**config.mk**
```make
export PLATFORM = sky130hd
export DESIGN_NAME = key_event_capture
export DESIGN_NICKNAME = d
export VERILOG_FILES = /design/src/rtl/keypad_pkg.sv /design/src/rtl/key_fifo.sv /design/src/rtl/key_event_capture.sv
export SDC_FILE = /design/constraint.sdc
export NUM_CORES = 1
export LEC_CHECK = 0
export CORE_UTILIZATION = 55
export CTS_CLUSTER_DIAMETER = 100
export DETAILED_ROUTE_END_ITERATION = 6
export PLACE_DENSITY_LB_ADDON = 0.12
export SKIP_CTS_REPAIR_TIMING = 1
export SLEW_MARGIN = 20
export SYNTH_ARGS = -nofsm -noshare
export SYNTH_HDL_FRONTEND = slang
export SYNTH_SLANG_ARGS = --single-unit
export TNS_END_PERCENT = 30
```
**constraint.sdc**
```tcl
create_clock -name slow_clk -period 2.55 [get_ports slow_clk]
set_input_delay 0.51 -clock slow_clk [delete_from_list [all_inputs] [get_ports slow_clk]]
set_output_delay 0.51 -clock slow_clk [all_outputs]
set_load 0.1 [all_outputs]
```
**src/rtl/keypad_pkg.sv**
```systemverilog
`default_nettype none
// ============================================================================
// Module      : keypad_pkg
// Description : Shared types and constants for the keypad event-capture path.
//               FSM state encoding, scanner key-code constants and the
//               default parameter values used by key_event_capture.
// Revision    : 1.0 - initial release
// ============================================================================
package keypad_pkg;

    // Event-capture FSM state encoding
    typedef enum logic [1:0] {
        IDLE     = 2'd0,
        DEBOUNCE = 2'd1,
        PRESSED  = 2'd2,
        RELEASE  = 2'd3
    } kec_state_t;

    // Key codes as produced by the row scanner
    localparam logic [3:0] KEY_0 = 4'h0;
    localparam logic [3:0] KEY_1 = 4'h1;
    localparam logic [3:0] KEY_2 = 4'h2;
    localparam logic [3:0] KEY_3 = 4'h3;
    localparam logic [3:0] KEY_4 = 4'h4;
    localparam logic [3:0] KEY_5 = 4'h5;
    localparam logic [3:0] KEY_6 = 4'h6;
    localparam logic [3:0] KEY_7 = 4'h7;
    localparam logic [3:0] KEY_8 = 4'h8;
    localparam logic [3:0] KEY_9 = 4'h9;
    localparam logic [3:0] KEY_A = 4'hA;
    localparam logic [3:0] KEY_B = 4'hB;
    localparam logic [3:0] KEY_C = 4'hC;
    localparam logic [3:0] KEY_D = 4'hD;

    // Default parameter values
    localparam int c_DEBOUNCE_CYCLES = 4;
    localparam int c_RELEASE_CYCLES  = 4;
    localparam int c_FIFO_DEPTH      = 4;
    localparam int c_REPEAT_DELAY    = 64;
    localparam int c_REPEAT_RATE     = 16;

endpackage
`default_nettype wire

```
**src/rtl/key_fifo.sv**
```systemverilog
`default_nettype none
// ============================================================================
// Module      : key_fifo
// Description : Synchronous FIFO, FIFO_DEPTH entries x 4 bits, for key events.
//               A push into a full queue is accepted only if a pop happens in
//               the same cycle; otherwise it is dropped and o_overflow pulses
//               for one cycle. Pops on an empty queue are ignored.
// Ports       : clk, rst_n (async, active low)
//               i_push/i_data  - write request and key code
//               i_pop          - read request (gated internally by not-empty)
//               o_data         - head entry, o_valid - not empty
//               o_count        - occupancy, o_overflow - drop pulse
// Revision    : 1.0 - initial release
// ============================================================================
module key_fifo #(
    parameter int FIFO_DEPTH = 4
) (
    input  logic                              clk,
    input  logic                              rst_n,
    input  logic                              i_push,
    input  logic [3:0]                        i_data,
    input  logic                              i_pop,
    output logic [3:0]                        o_data,
    output logic                              o_valid,
    output logic [$clog2(FIFO_DEPTH+1)-1:0]   o_count,
    output logic                              o_overflow
);

    localparam int PTR_W = $clog2(FIFO_DEPTH);
    localparam int CNT_W = $clog2(FIFO_DEPTH + 1);

    logic [3:0]       r_mem [FIFO_DEPTH];
    logic [PTR_W-1:0] r_wr_ptr;
    logic [PTR_W-1:0] r_rd_ptr;
    logic [CNT_W-1:0] r_count;
    logic             r_overflow;

    logic w_full;
    logic w_empty;
    logic w_do_pop;
    logic w_do_push;

    assign w_full    = (r_count == CNT_W'(FIFO_DEPTH));
    assign w_empty   = (r_count == '0);
    assign w_do_pop  = i_pop & ~w_empty;
    // A simultaneous pop frees the slot the push needs, so full+pop+push is legal
    assign w_do_push = i_push & (~w_full | w_do_pop);

    always_ff @(posedge clk or negedge rst_n) begin
        if (!rst_n) begin
            for (int i = 0; i < FIFO_DEPTH; i++) begin
                r_mem[i] <= '0;
            end
            r_wr_ptr   <= '0;
            r_rd_ptr   <= '0;
            r_count    <= '0;
            r_overflow <= 1'b0;
        end else begin
            r_overflow <= i_push & w_full & ~w_do_pop;
            if (w_do_push) begin
                r_mem[r_wr_ptr] <= i_data;
                // Depth is a power of two, so the pointer wraps naturally
                r_wr_ptr        <= r_wr_ptr + PTR_W'(1);
            end
            if (w_do_pop) begin
                r_rd_ptr <= r_rd_ptr + PTR_W'(1);
            end
            case ({w_do_push, w_do_pop})
                2'b10:   r_count <= r_count + CNT_W'(1);
                2'b01:   r_count <= r_count - CNT_W'(1);
                default: r_count <= r_count;
            endcase
        end
    end

    assign o_data     = r_mem[r_rd_ptr];
    assign o_valid    = ~w_empty;
    assign o_count    = r_count;
    assign o_overflow = r_overflow;

endmodule
`default_nettype wire

```
**src/rtl/key_event_capture.sv**
```systemverilog
`default_nettype none
// ============================================================================
// Module      : key_event_capture
// Description : Debounces the keypad scanner output, holds the column scan
//               while a key is being qualified or held, and queues one 4-bit
//               event per accepted press for a valid/ready consumer.
//               Optional auto-repeat is built when KEYPAD_REPEAT_EN is defined.
// Ports       : slow_clk    - scan clock (rising edge)
//               rst         - asynchronous reset, active low
//               key_pressed - any row active, key_value - scanner key code
//               scan_hold   - freeze column shift register (combinational)
//               key_out/key_valid/key_ready - event handshake (FIFO head)
//               key_count   - queue occupancy, overflow - event-drop pulse
// Revision    : 1.0 - initial release
// ============================================================================
module key_event_capture
    import keypad_pkg::*;
#(
    parameter int DEBOUNCE_CYCLES = c_DEBOUNCE_CYCLES,
    parameter int RELEASE_CYCLES  = c_RELEASE_CYCLES,
    parameter int FIFO_DEPTH      = c_FIFO_DEPTH,
    parameter int REPEAT_DELAY    = c_REPEAT_DELAY,
    parameter int REPEAT_RATE     = c_REPEAT_RATE
) (
    input  logic                              slow_clk,
    input  logic                              rst,
    input  logic                              key_pressed,
    input  logic [3:0]                        key_value,
    output logic                              scan_hold,
    output logic [3:0]                        key_out,
    output logic                              key_valid,
    input  logic                              key_ready,
    output logic [$clog2(FIFO_DEPTH+1)-1:0]   key_count,
    output logic                              overflow
);

    localparam int CNT_MAX = (DEBOUNCE_CYCLES > RELEASE_CYCLES) ? DEBOUNCE_CYCLES : RELEASE_CYCLES;
    localparam int CNT_W   = $clog2(CNT_MAX + 1);

    if (DEBOUNCE_CYCLES < 2 || RELEASE_CYCLES < 1 || FIFO_DEPTH < 2 ||
        (FIFO_DEPTH & (FIFO_DEPTH - 1)) != 0 || REPEAT_DELAY < 1 || REPEAT_RATE < 1) begin : g_bad_params
        $error("key_event_capture: illegal parameter set");
    end

    kec_state_t       r_state;
    kec_state_t       w_state_nxt;
    logic [3:0]       r_cand;
    logic [3:0]       w_cand_nxt;
    logic [CNT_W-1:0] r_cnt;
    logic [CNT_W-1:0] w_cnt_nxt;
    logic [CNT_W-1:0] w_cnt_inc;
    logic             w_match;
    logic             w_push_db;
    logic             w_push;

    assign w_match   = key_pressed & (key_value == r_cand);
    assign w_cnt_inc = (r_cnt == '1) ? r_cnt : r_cnt + CNT_W'(1);

    always_ff @(posedge slow_clk or negedge rst) begin
        if (!rst) begin
            r_state <= IDLE;
            r_cand  <= KEY_0;
            r_cnt   <= '0;
        end else begin
            r_state <= w_state_nxt;
            r_cand  <= w_cand_nxt;
            r_cnt   <= w_cnt_nxt;
        end
    end

    always_comb begin
        w_state_nxt = r_state;
        w_cand_nxt  = r_cand;
        w_cnt_nxt   = r_cnt;
        w_push_db   = 1'b0;
        case (r_state)
            IDLE: begin
                if (key_pressed) begin
                    w_cand_nxt  = key_value;
                    w_cnt_nxt   = CNT_W'(1);
                    w_state_nxt = DEBOUNCE;
                end
            end
            DEBOUNCE: begin
                if (w_match) begin
                    // r_cnt counts samples already matched; this one completes the run
                    if (r_cnt == CNT_W'(DEBOUNCE_CYCLES - 1)) begin
                        w_push_db   = 1'b1;
                        w_state_nxt = PRESSED;
                    end else begin
                        w_cnt_nxt = w_cnt_inc;
                    end
                end else begin
                    w_state_nxt = IDLE;
                end
            end
            PRESSED: begin
                // A different code while held is ignored: no rollover
                if (!key_pressed) begin
                    w_cnt_nxt   = CNT_W'(1);
                    w_state_nxt = (RELEASE_CYCLES == 1) ? IDLE : RELEASE;
                end
            end
            RELEASE: begin
                if (key_pressed) begin
                    w_state_nxt = PRESSED;
                end else if (r_cnt == CNT_W'(RELEASE_CYCLES - 1)) begin
                    w_state_nxt = IDLE;
                end else begin
                    w_cnt_nxt = w_cnt_inc;
                end
            end
            default: begin
                w_state_nxt = IDLE;
            end
        endcase
    end

`ifdef KEYPAD_REPEAT_EN
    localparam int REP_MAX = (REPEAT_DELAY > REPEAT_RATE) ? REPEAT_DELAY : REPEAT_RATE;
    localparam int REP_W   = $clog2(REP_MAX + 1);

    logic [REP_W-1:0] r_rep_cnt;
    logic             r_rep_armed;   // first repeat already issued: use REPEAT_RATE
    logic             w_rep_hold;
    logic             w_rep_hit;

    // Only a held key that stays in PRESSED advances the repeat timer; any
    // exit (including a bounce into RELEASE) restarts it from zero.
    assign w_rep_hold = (r_state == PRESSED) & key_pressed;
    assign w_rep_hit  = w_rep_hold &
                        (r_rep_cnt == (r_rep_armed ? REP_W'(REPEAT_RATE - 1) : REP_W'(REPEAT_DELAY - 1)));

    always_ff @(posedge slow_clk or negedge rst) begin
        if (!rst) begin
            r_rep_cnt   <= '0;
            r_rep_armed <= 1'b0;
        end else if (!w_rep_hold) begin
            r_rep_cnt   <= '0;
            r_rep_armed <= 1'b0;
        end else if (w_rep_hit) begin
            r_rep_cnt   <= '0;
            r_rep_armed <= 1'b1;
        end else begin
            r_rep_cnt   <= r_rep_cnt + REP_W'(1);
        end
    end

    assign w_push = w_push_db | w_rep_hit;
`else
    assign w_push = w_push_db;
`endif

    // Freeze the columns on the very first active sample, before the FSM moves
    assign scan_hold = (r_state != IDLE) | key_pressed;

    key_fifo #(
        .FIFO_DEPTH (FIFO_DEPTH)
    ) u_key_fifo (
        .clk        (slow_clk),
        .rst_n      (rst),
        .i_push     (w_push),
        .i_data     (r_cand),
        .i_pop      (key_ready),
        .o_data     (key_out),
        .o_valid    (key_valid),
        .o_count    (key_count),
        .o_overflow (overflow)
    );

endmodule
`default_nettype wire
```
==> flow_summary.yaml <==
worst_setup_path:
  cp_max_fo: 2
  ff2ff_path_depth: 11
  end_kind: "register"
  r2r_slack_ns: 0.25
  timing.rr.end: "u_key_fifo.o_count[2]$_DFFE_PN0P_"
  worstPathArrival_ns: 2.62
  timing.rr.start: "r_cnt[0]$_DFFE_PN0P_"
  worst_setup_path_start_kind: "primary input"
  worstSetupPathType: "in -> reg"
  required_ns: 2.77
timing:
  fin_worst_skew_ns: 0.00865
  max_freq_mhz: 417
  grt_setup_unrepaired: "false"
  slew_viol_final: 0
  setup_viol: 0
  hold_violations: 0
  slew_headroom_pct: 60.3
  min_period_ns: 2.40
  hold_ws_ns: 0.514
  max_slew.worst_pin.slew_ns: 0.593
  finalCritPeriodShare_pct: 94.1
logic_synthesis:
  synthFlopType: "dfrtp_1"
  synth_most_common_cell: "dfrtp_1"
  syn-num-nets: 141
  mappedNetlistArea_sq_um: 1630
  synthCells: 124
  yosysSeqAreaShare_pct: 50.7
  synth_area_leaders: "dfrtp_1 51%, mux2_2 15%, ha_1 6.1%, mux4_2 5.5%, xnor2_1 3.8%"
  yosys_warnings: 0
  synth_edf_count: 0
  synth_top_area_share_pct: 50.7
  synth_cell_types: 27
  syn_avg_cell_area_sq_um: 13.1
  synth_common_cells: "33 x dfrtp_1, 22 x mux2_2, 9 x nand2_1, 8 x ha_1, 8 x inv_1"
  ys_ff_latch: 33
  synth_area_leader_cell: "dfrtp_1"
  async_flop_share_pct: 100
route:
  dr_total_vias: 1060
  drtIter0Drc: 53
  ant_nets: 0
  drc: 0
  drt-pass1-iter-count: 4
  wl_per_cell_um: 16.1
  via_per_inst: 5.73
  routed_wl_um: 2990
placement:
  io_buffer_count: 17
  hpwl_um: 2180
  gp_congestion: 0.714
  placed_area_sq_um: 1890
cts:
  insertion_delay_ns: 0.34
  path_clk_slew_ns: 0.09
  cts_max_level: 2
  cts_buffers: 5
  cts_root_buf: "clkbuf_4"
  clkSinkCount: 33
  max-clock-path-buffers: 2
  cts_tree: "yes"
floorplanning:
  coreArea_sq_um: 2780
  initial_core_util_pct: 58.6
  fp.dieW_um: 56.4
  core.rowCount: 19
  die_h_um: 56.4
  pin_count: 18
  dieArea_sq_um: 3190
layout:
  diodes: 0
  final_area_sq_um: 1980
  drive_gt1_share_pct: 38.3
  fillers: 209
  seq_area_sq_um: 835
  area_delta_synth_final_pct: 21.6
  multiInputGateArea_sq_um: 776
  utilization_pct: 71.3
  nNetsFinal: 170
global_routing:
  antenna_found_initial: 0
  grt_usage_pct: 22.2
  overflow: 0
  grt_pass1_vias: 1138
  grt_max_degree: 22
  grt_pass1_wl_um: 5160
pwr:
  ir_drop_uv: 1140
  p_leak_uw: 0.000939
  powerDensity_nw_per_um2: 1170
hold_path:
  whs_endpoint: "u_key_fifo.r_mem[3]$_DFFE_PN0P_"
  hold_depth: 1
  min_from: "u_key_fifo.r_mem[3]$_DFFE_PN0P_"
  hp-class: "reg -> reg"
run_status:
  status: "complete, no violations"
job:
  drv_cap: 0
## layout by cell type, fill, tap and decap left out
master	n
dfrtp_1	30
mux2_2	22
buf_4	17
nand2_1	9
inv_1	8
ha_1	8
xnor2_1	7
clkdlybuf4s50_1	7
nand3_1	6
clkbuf_4	5
mux4_2	4
xor2_1	3
mux2i_1	3
o21ai_0	2
nand2b_1	2
dfrtp_4	2
or3_4	1
and2_1	1
or4b_4	1
or2_1	1
nor3_2	1
or3_1	1
nor4_1	1
nor4_4	1
nor2_1	1
nor3b_1	1
a21o_1	1
a21oi_1	1
a31o_2	1
fa_1	1
bufinv_16	1
clkbuf_8	1
clkbuf_1	1
buf_12	1
dfrtp_2	1
## area by class of cell
cell class,instances,area share [%]
Sequential cell,33,42.1
Multi-Input combinational cell,80,39.1
Timing Repair Buffer,25,11.0
Clock buffer,7,2.78
Tap cell,31,1.96
Clock inverter,1,1.52
Inverter,8,1.52
## sequential cells by signal, indices dropped and copies added, names as in the netlist
signal and flops:
u_key_fifo.r_rd_ptr 2, r_cnt 3, u_key_fifo.o_count 3, r_state 2
u_key_fifo.o_overflow 1, r_cand 4, u_key_fifo.r_mem 16, u_key_fifo.r_wr_ptr 2
## how the worst max path moves through the flow
| stage | from | to | slack (ns) |
|---|---|---|---|
| 2_1_floorplan | u_key_fifo.o_count[0]$_DFFE_PN0P_ | u_key_fifo.o_count[2]$_DFFE_PN0P_ | 0.11 |
| 3_3_place_gp | key_value[0] | u_key_fifo.o_count[2]$_DFFE_PN0P_ | -0.14 |
| 3_5_place_dp | key_value[2] | u_key_fifo.o_count[2]$_DFFE_PN0P_ | -0.21 |
| 4_1_cts | key_value[1] | u_key_fifo.o_count[2]$_DFFE_PN0P_ | 0.14 |
| 5_1_grt | key_value[0] | u_key_fifo.o_count[2]$_DFFE_PN0P_ | 0.05 |
| 6_report | key_value[1] | u_key_fifo.o_count[2]$_DFFE_PN0P_ | 0.15 |
## per-layer routing
| layer | vias up | share of wire [%] | wire [um] | GRT usage, % |
|---|---|---|---|---|
| met1 | 543 | 43 | 1270 | 28.1 |
| met2 | 22 | 51 | 1520 | 35.5 |
| met3 | 6 | 5.0 | 148 | 7.37 |
| met5 | - | 0 | 0 | 0 |
| li1 | 489 | - | - | - |
| met4 | 0 | 1.7 | 50 | 8.71 |
## kinds of logic (layout without fill, tap and decap cells)
group           after synthesis  count (layout)  synth area share, %
xor+xnor                     10              10                 5.37
simple gates                 27              27                 9.59
compound gates                5               5                 1.92
mux                          29              29                 22.6
buf+inv                      11              41                 2.53
fa+ha+maj                     9               9                 7.37
flops                        33              33                 50.7
## report_power, final
| group | switching, uW | leakage, uW | total (uW) | internal [uW] |
|---|---|---|---|---|
| registers | 209 | 0.000429 | 891 | 682 |
| logic | 601 | 0.000464 | 1010 | 410 |
| clock network | 173 | 0.0000455 | 407 | 234 |
| total | 984 | 0.000939 | 2310 | 1330 |
## per-stage QoR
| step | cells | setup TNS (ns) | power, uW | setup slack (ns) |
|---|---|---|---|---|
| floorplan | 124 | 0 | 1650 | 0.113 |
| global placement | 177 | -0.244 | 1860 | -0.135 |
| detailed placement | 177 | -0.473 | 1910 | -0.206 |
| CTS | 185 | 0 | 2330 | 0.136 |
| global route | 185 | 0 | 2460 | 0.0461 |
| finish | 185 | 0 | 2310 | 0.149 |
## critical path, stage by stage
cell and delay (ns):
clkdlybuf4s50_1 0.49, xnor2_1 0.12, nand3_1 0.13, or2_1 0.28, nor3_2 0.19, nand2_1 0.08
ha_1 0.21, inv_1 0.07, fa_1 0.17, xor2_1 0.16, nor2_1 0.06, xor2_1 0.15
No activity file was read; power rests on OpenSTA's default activity.
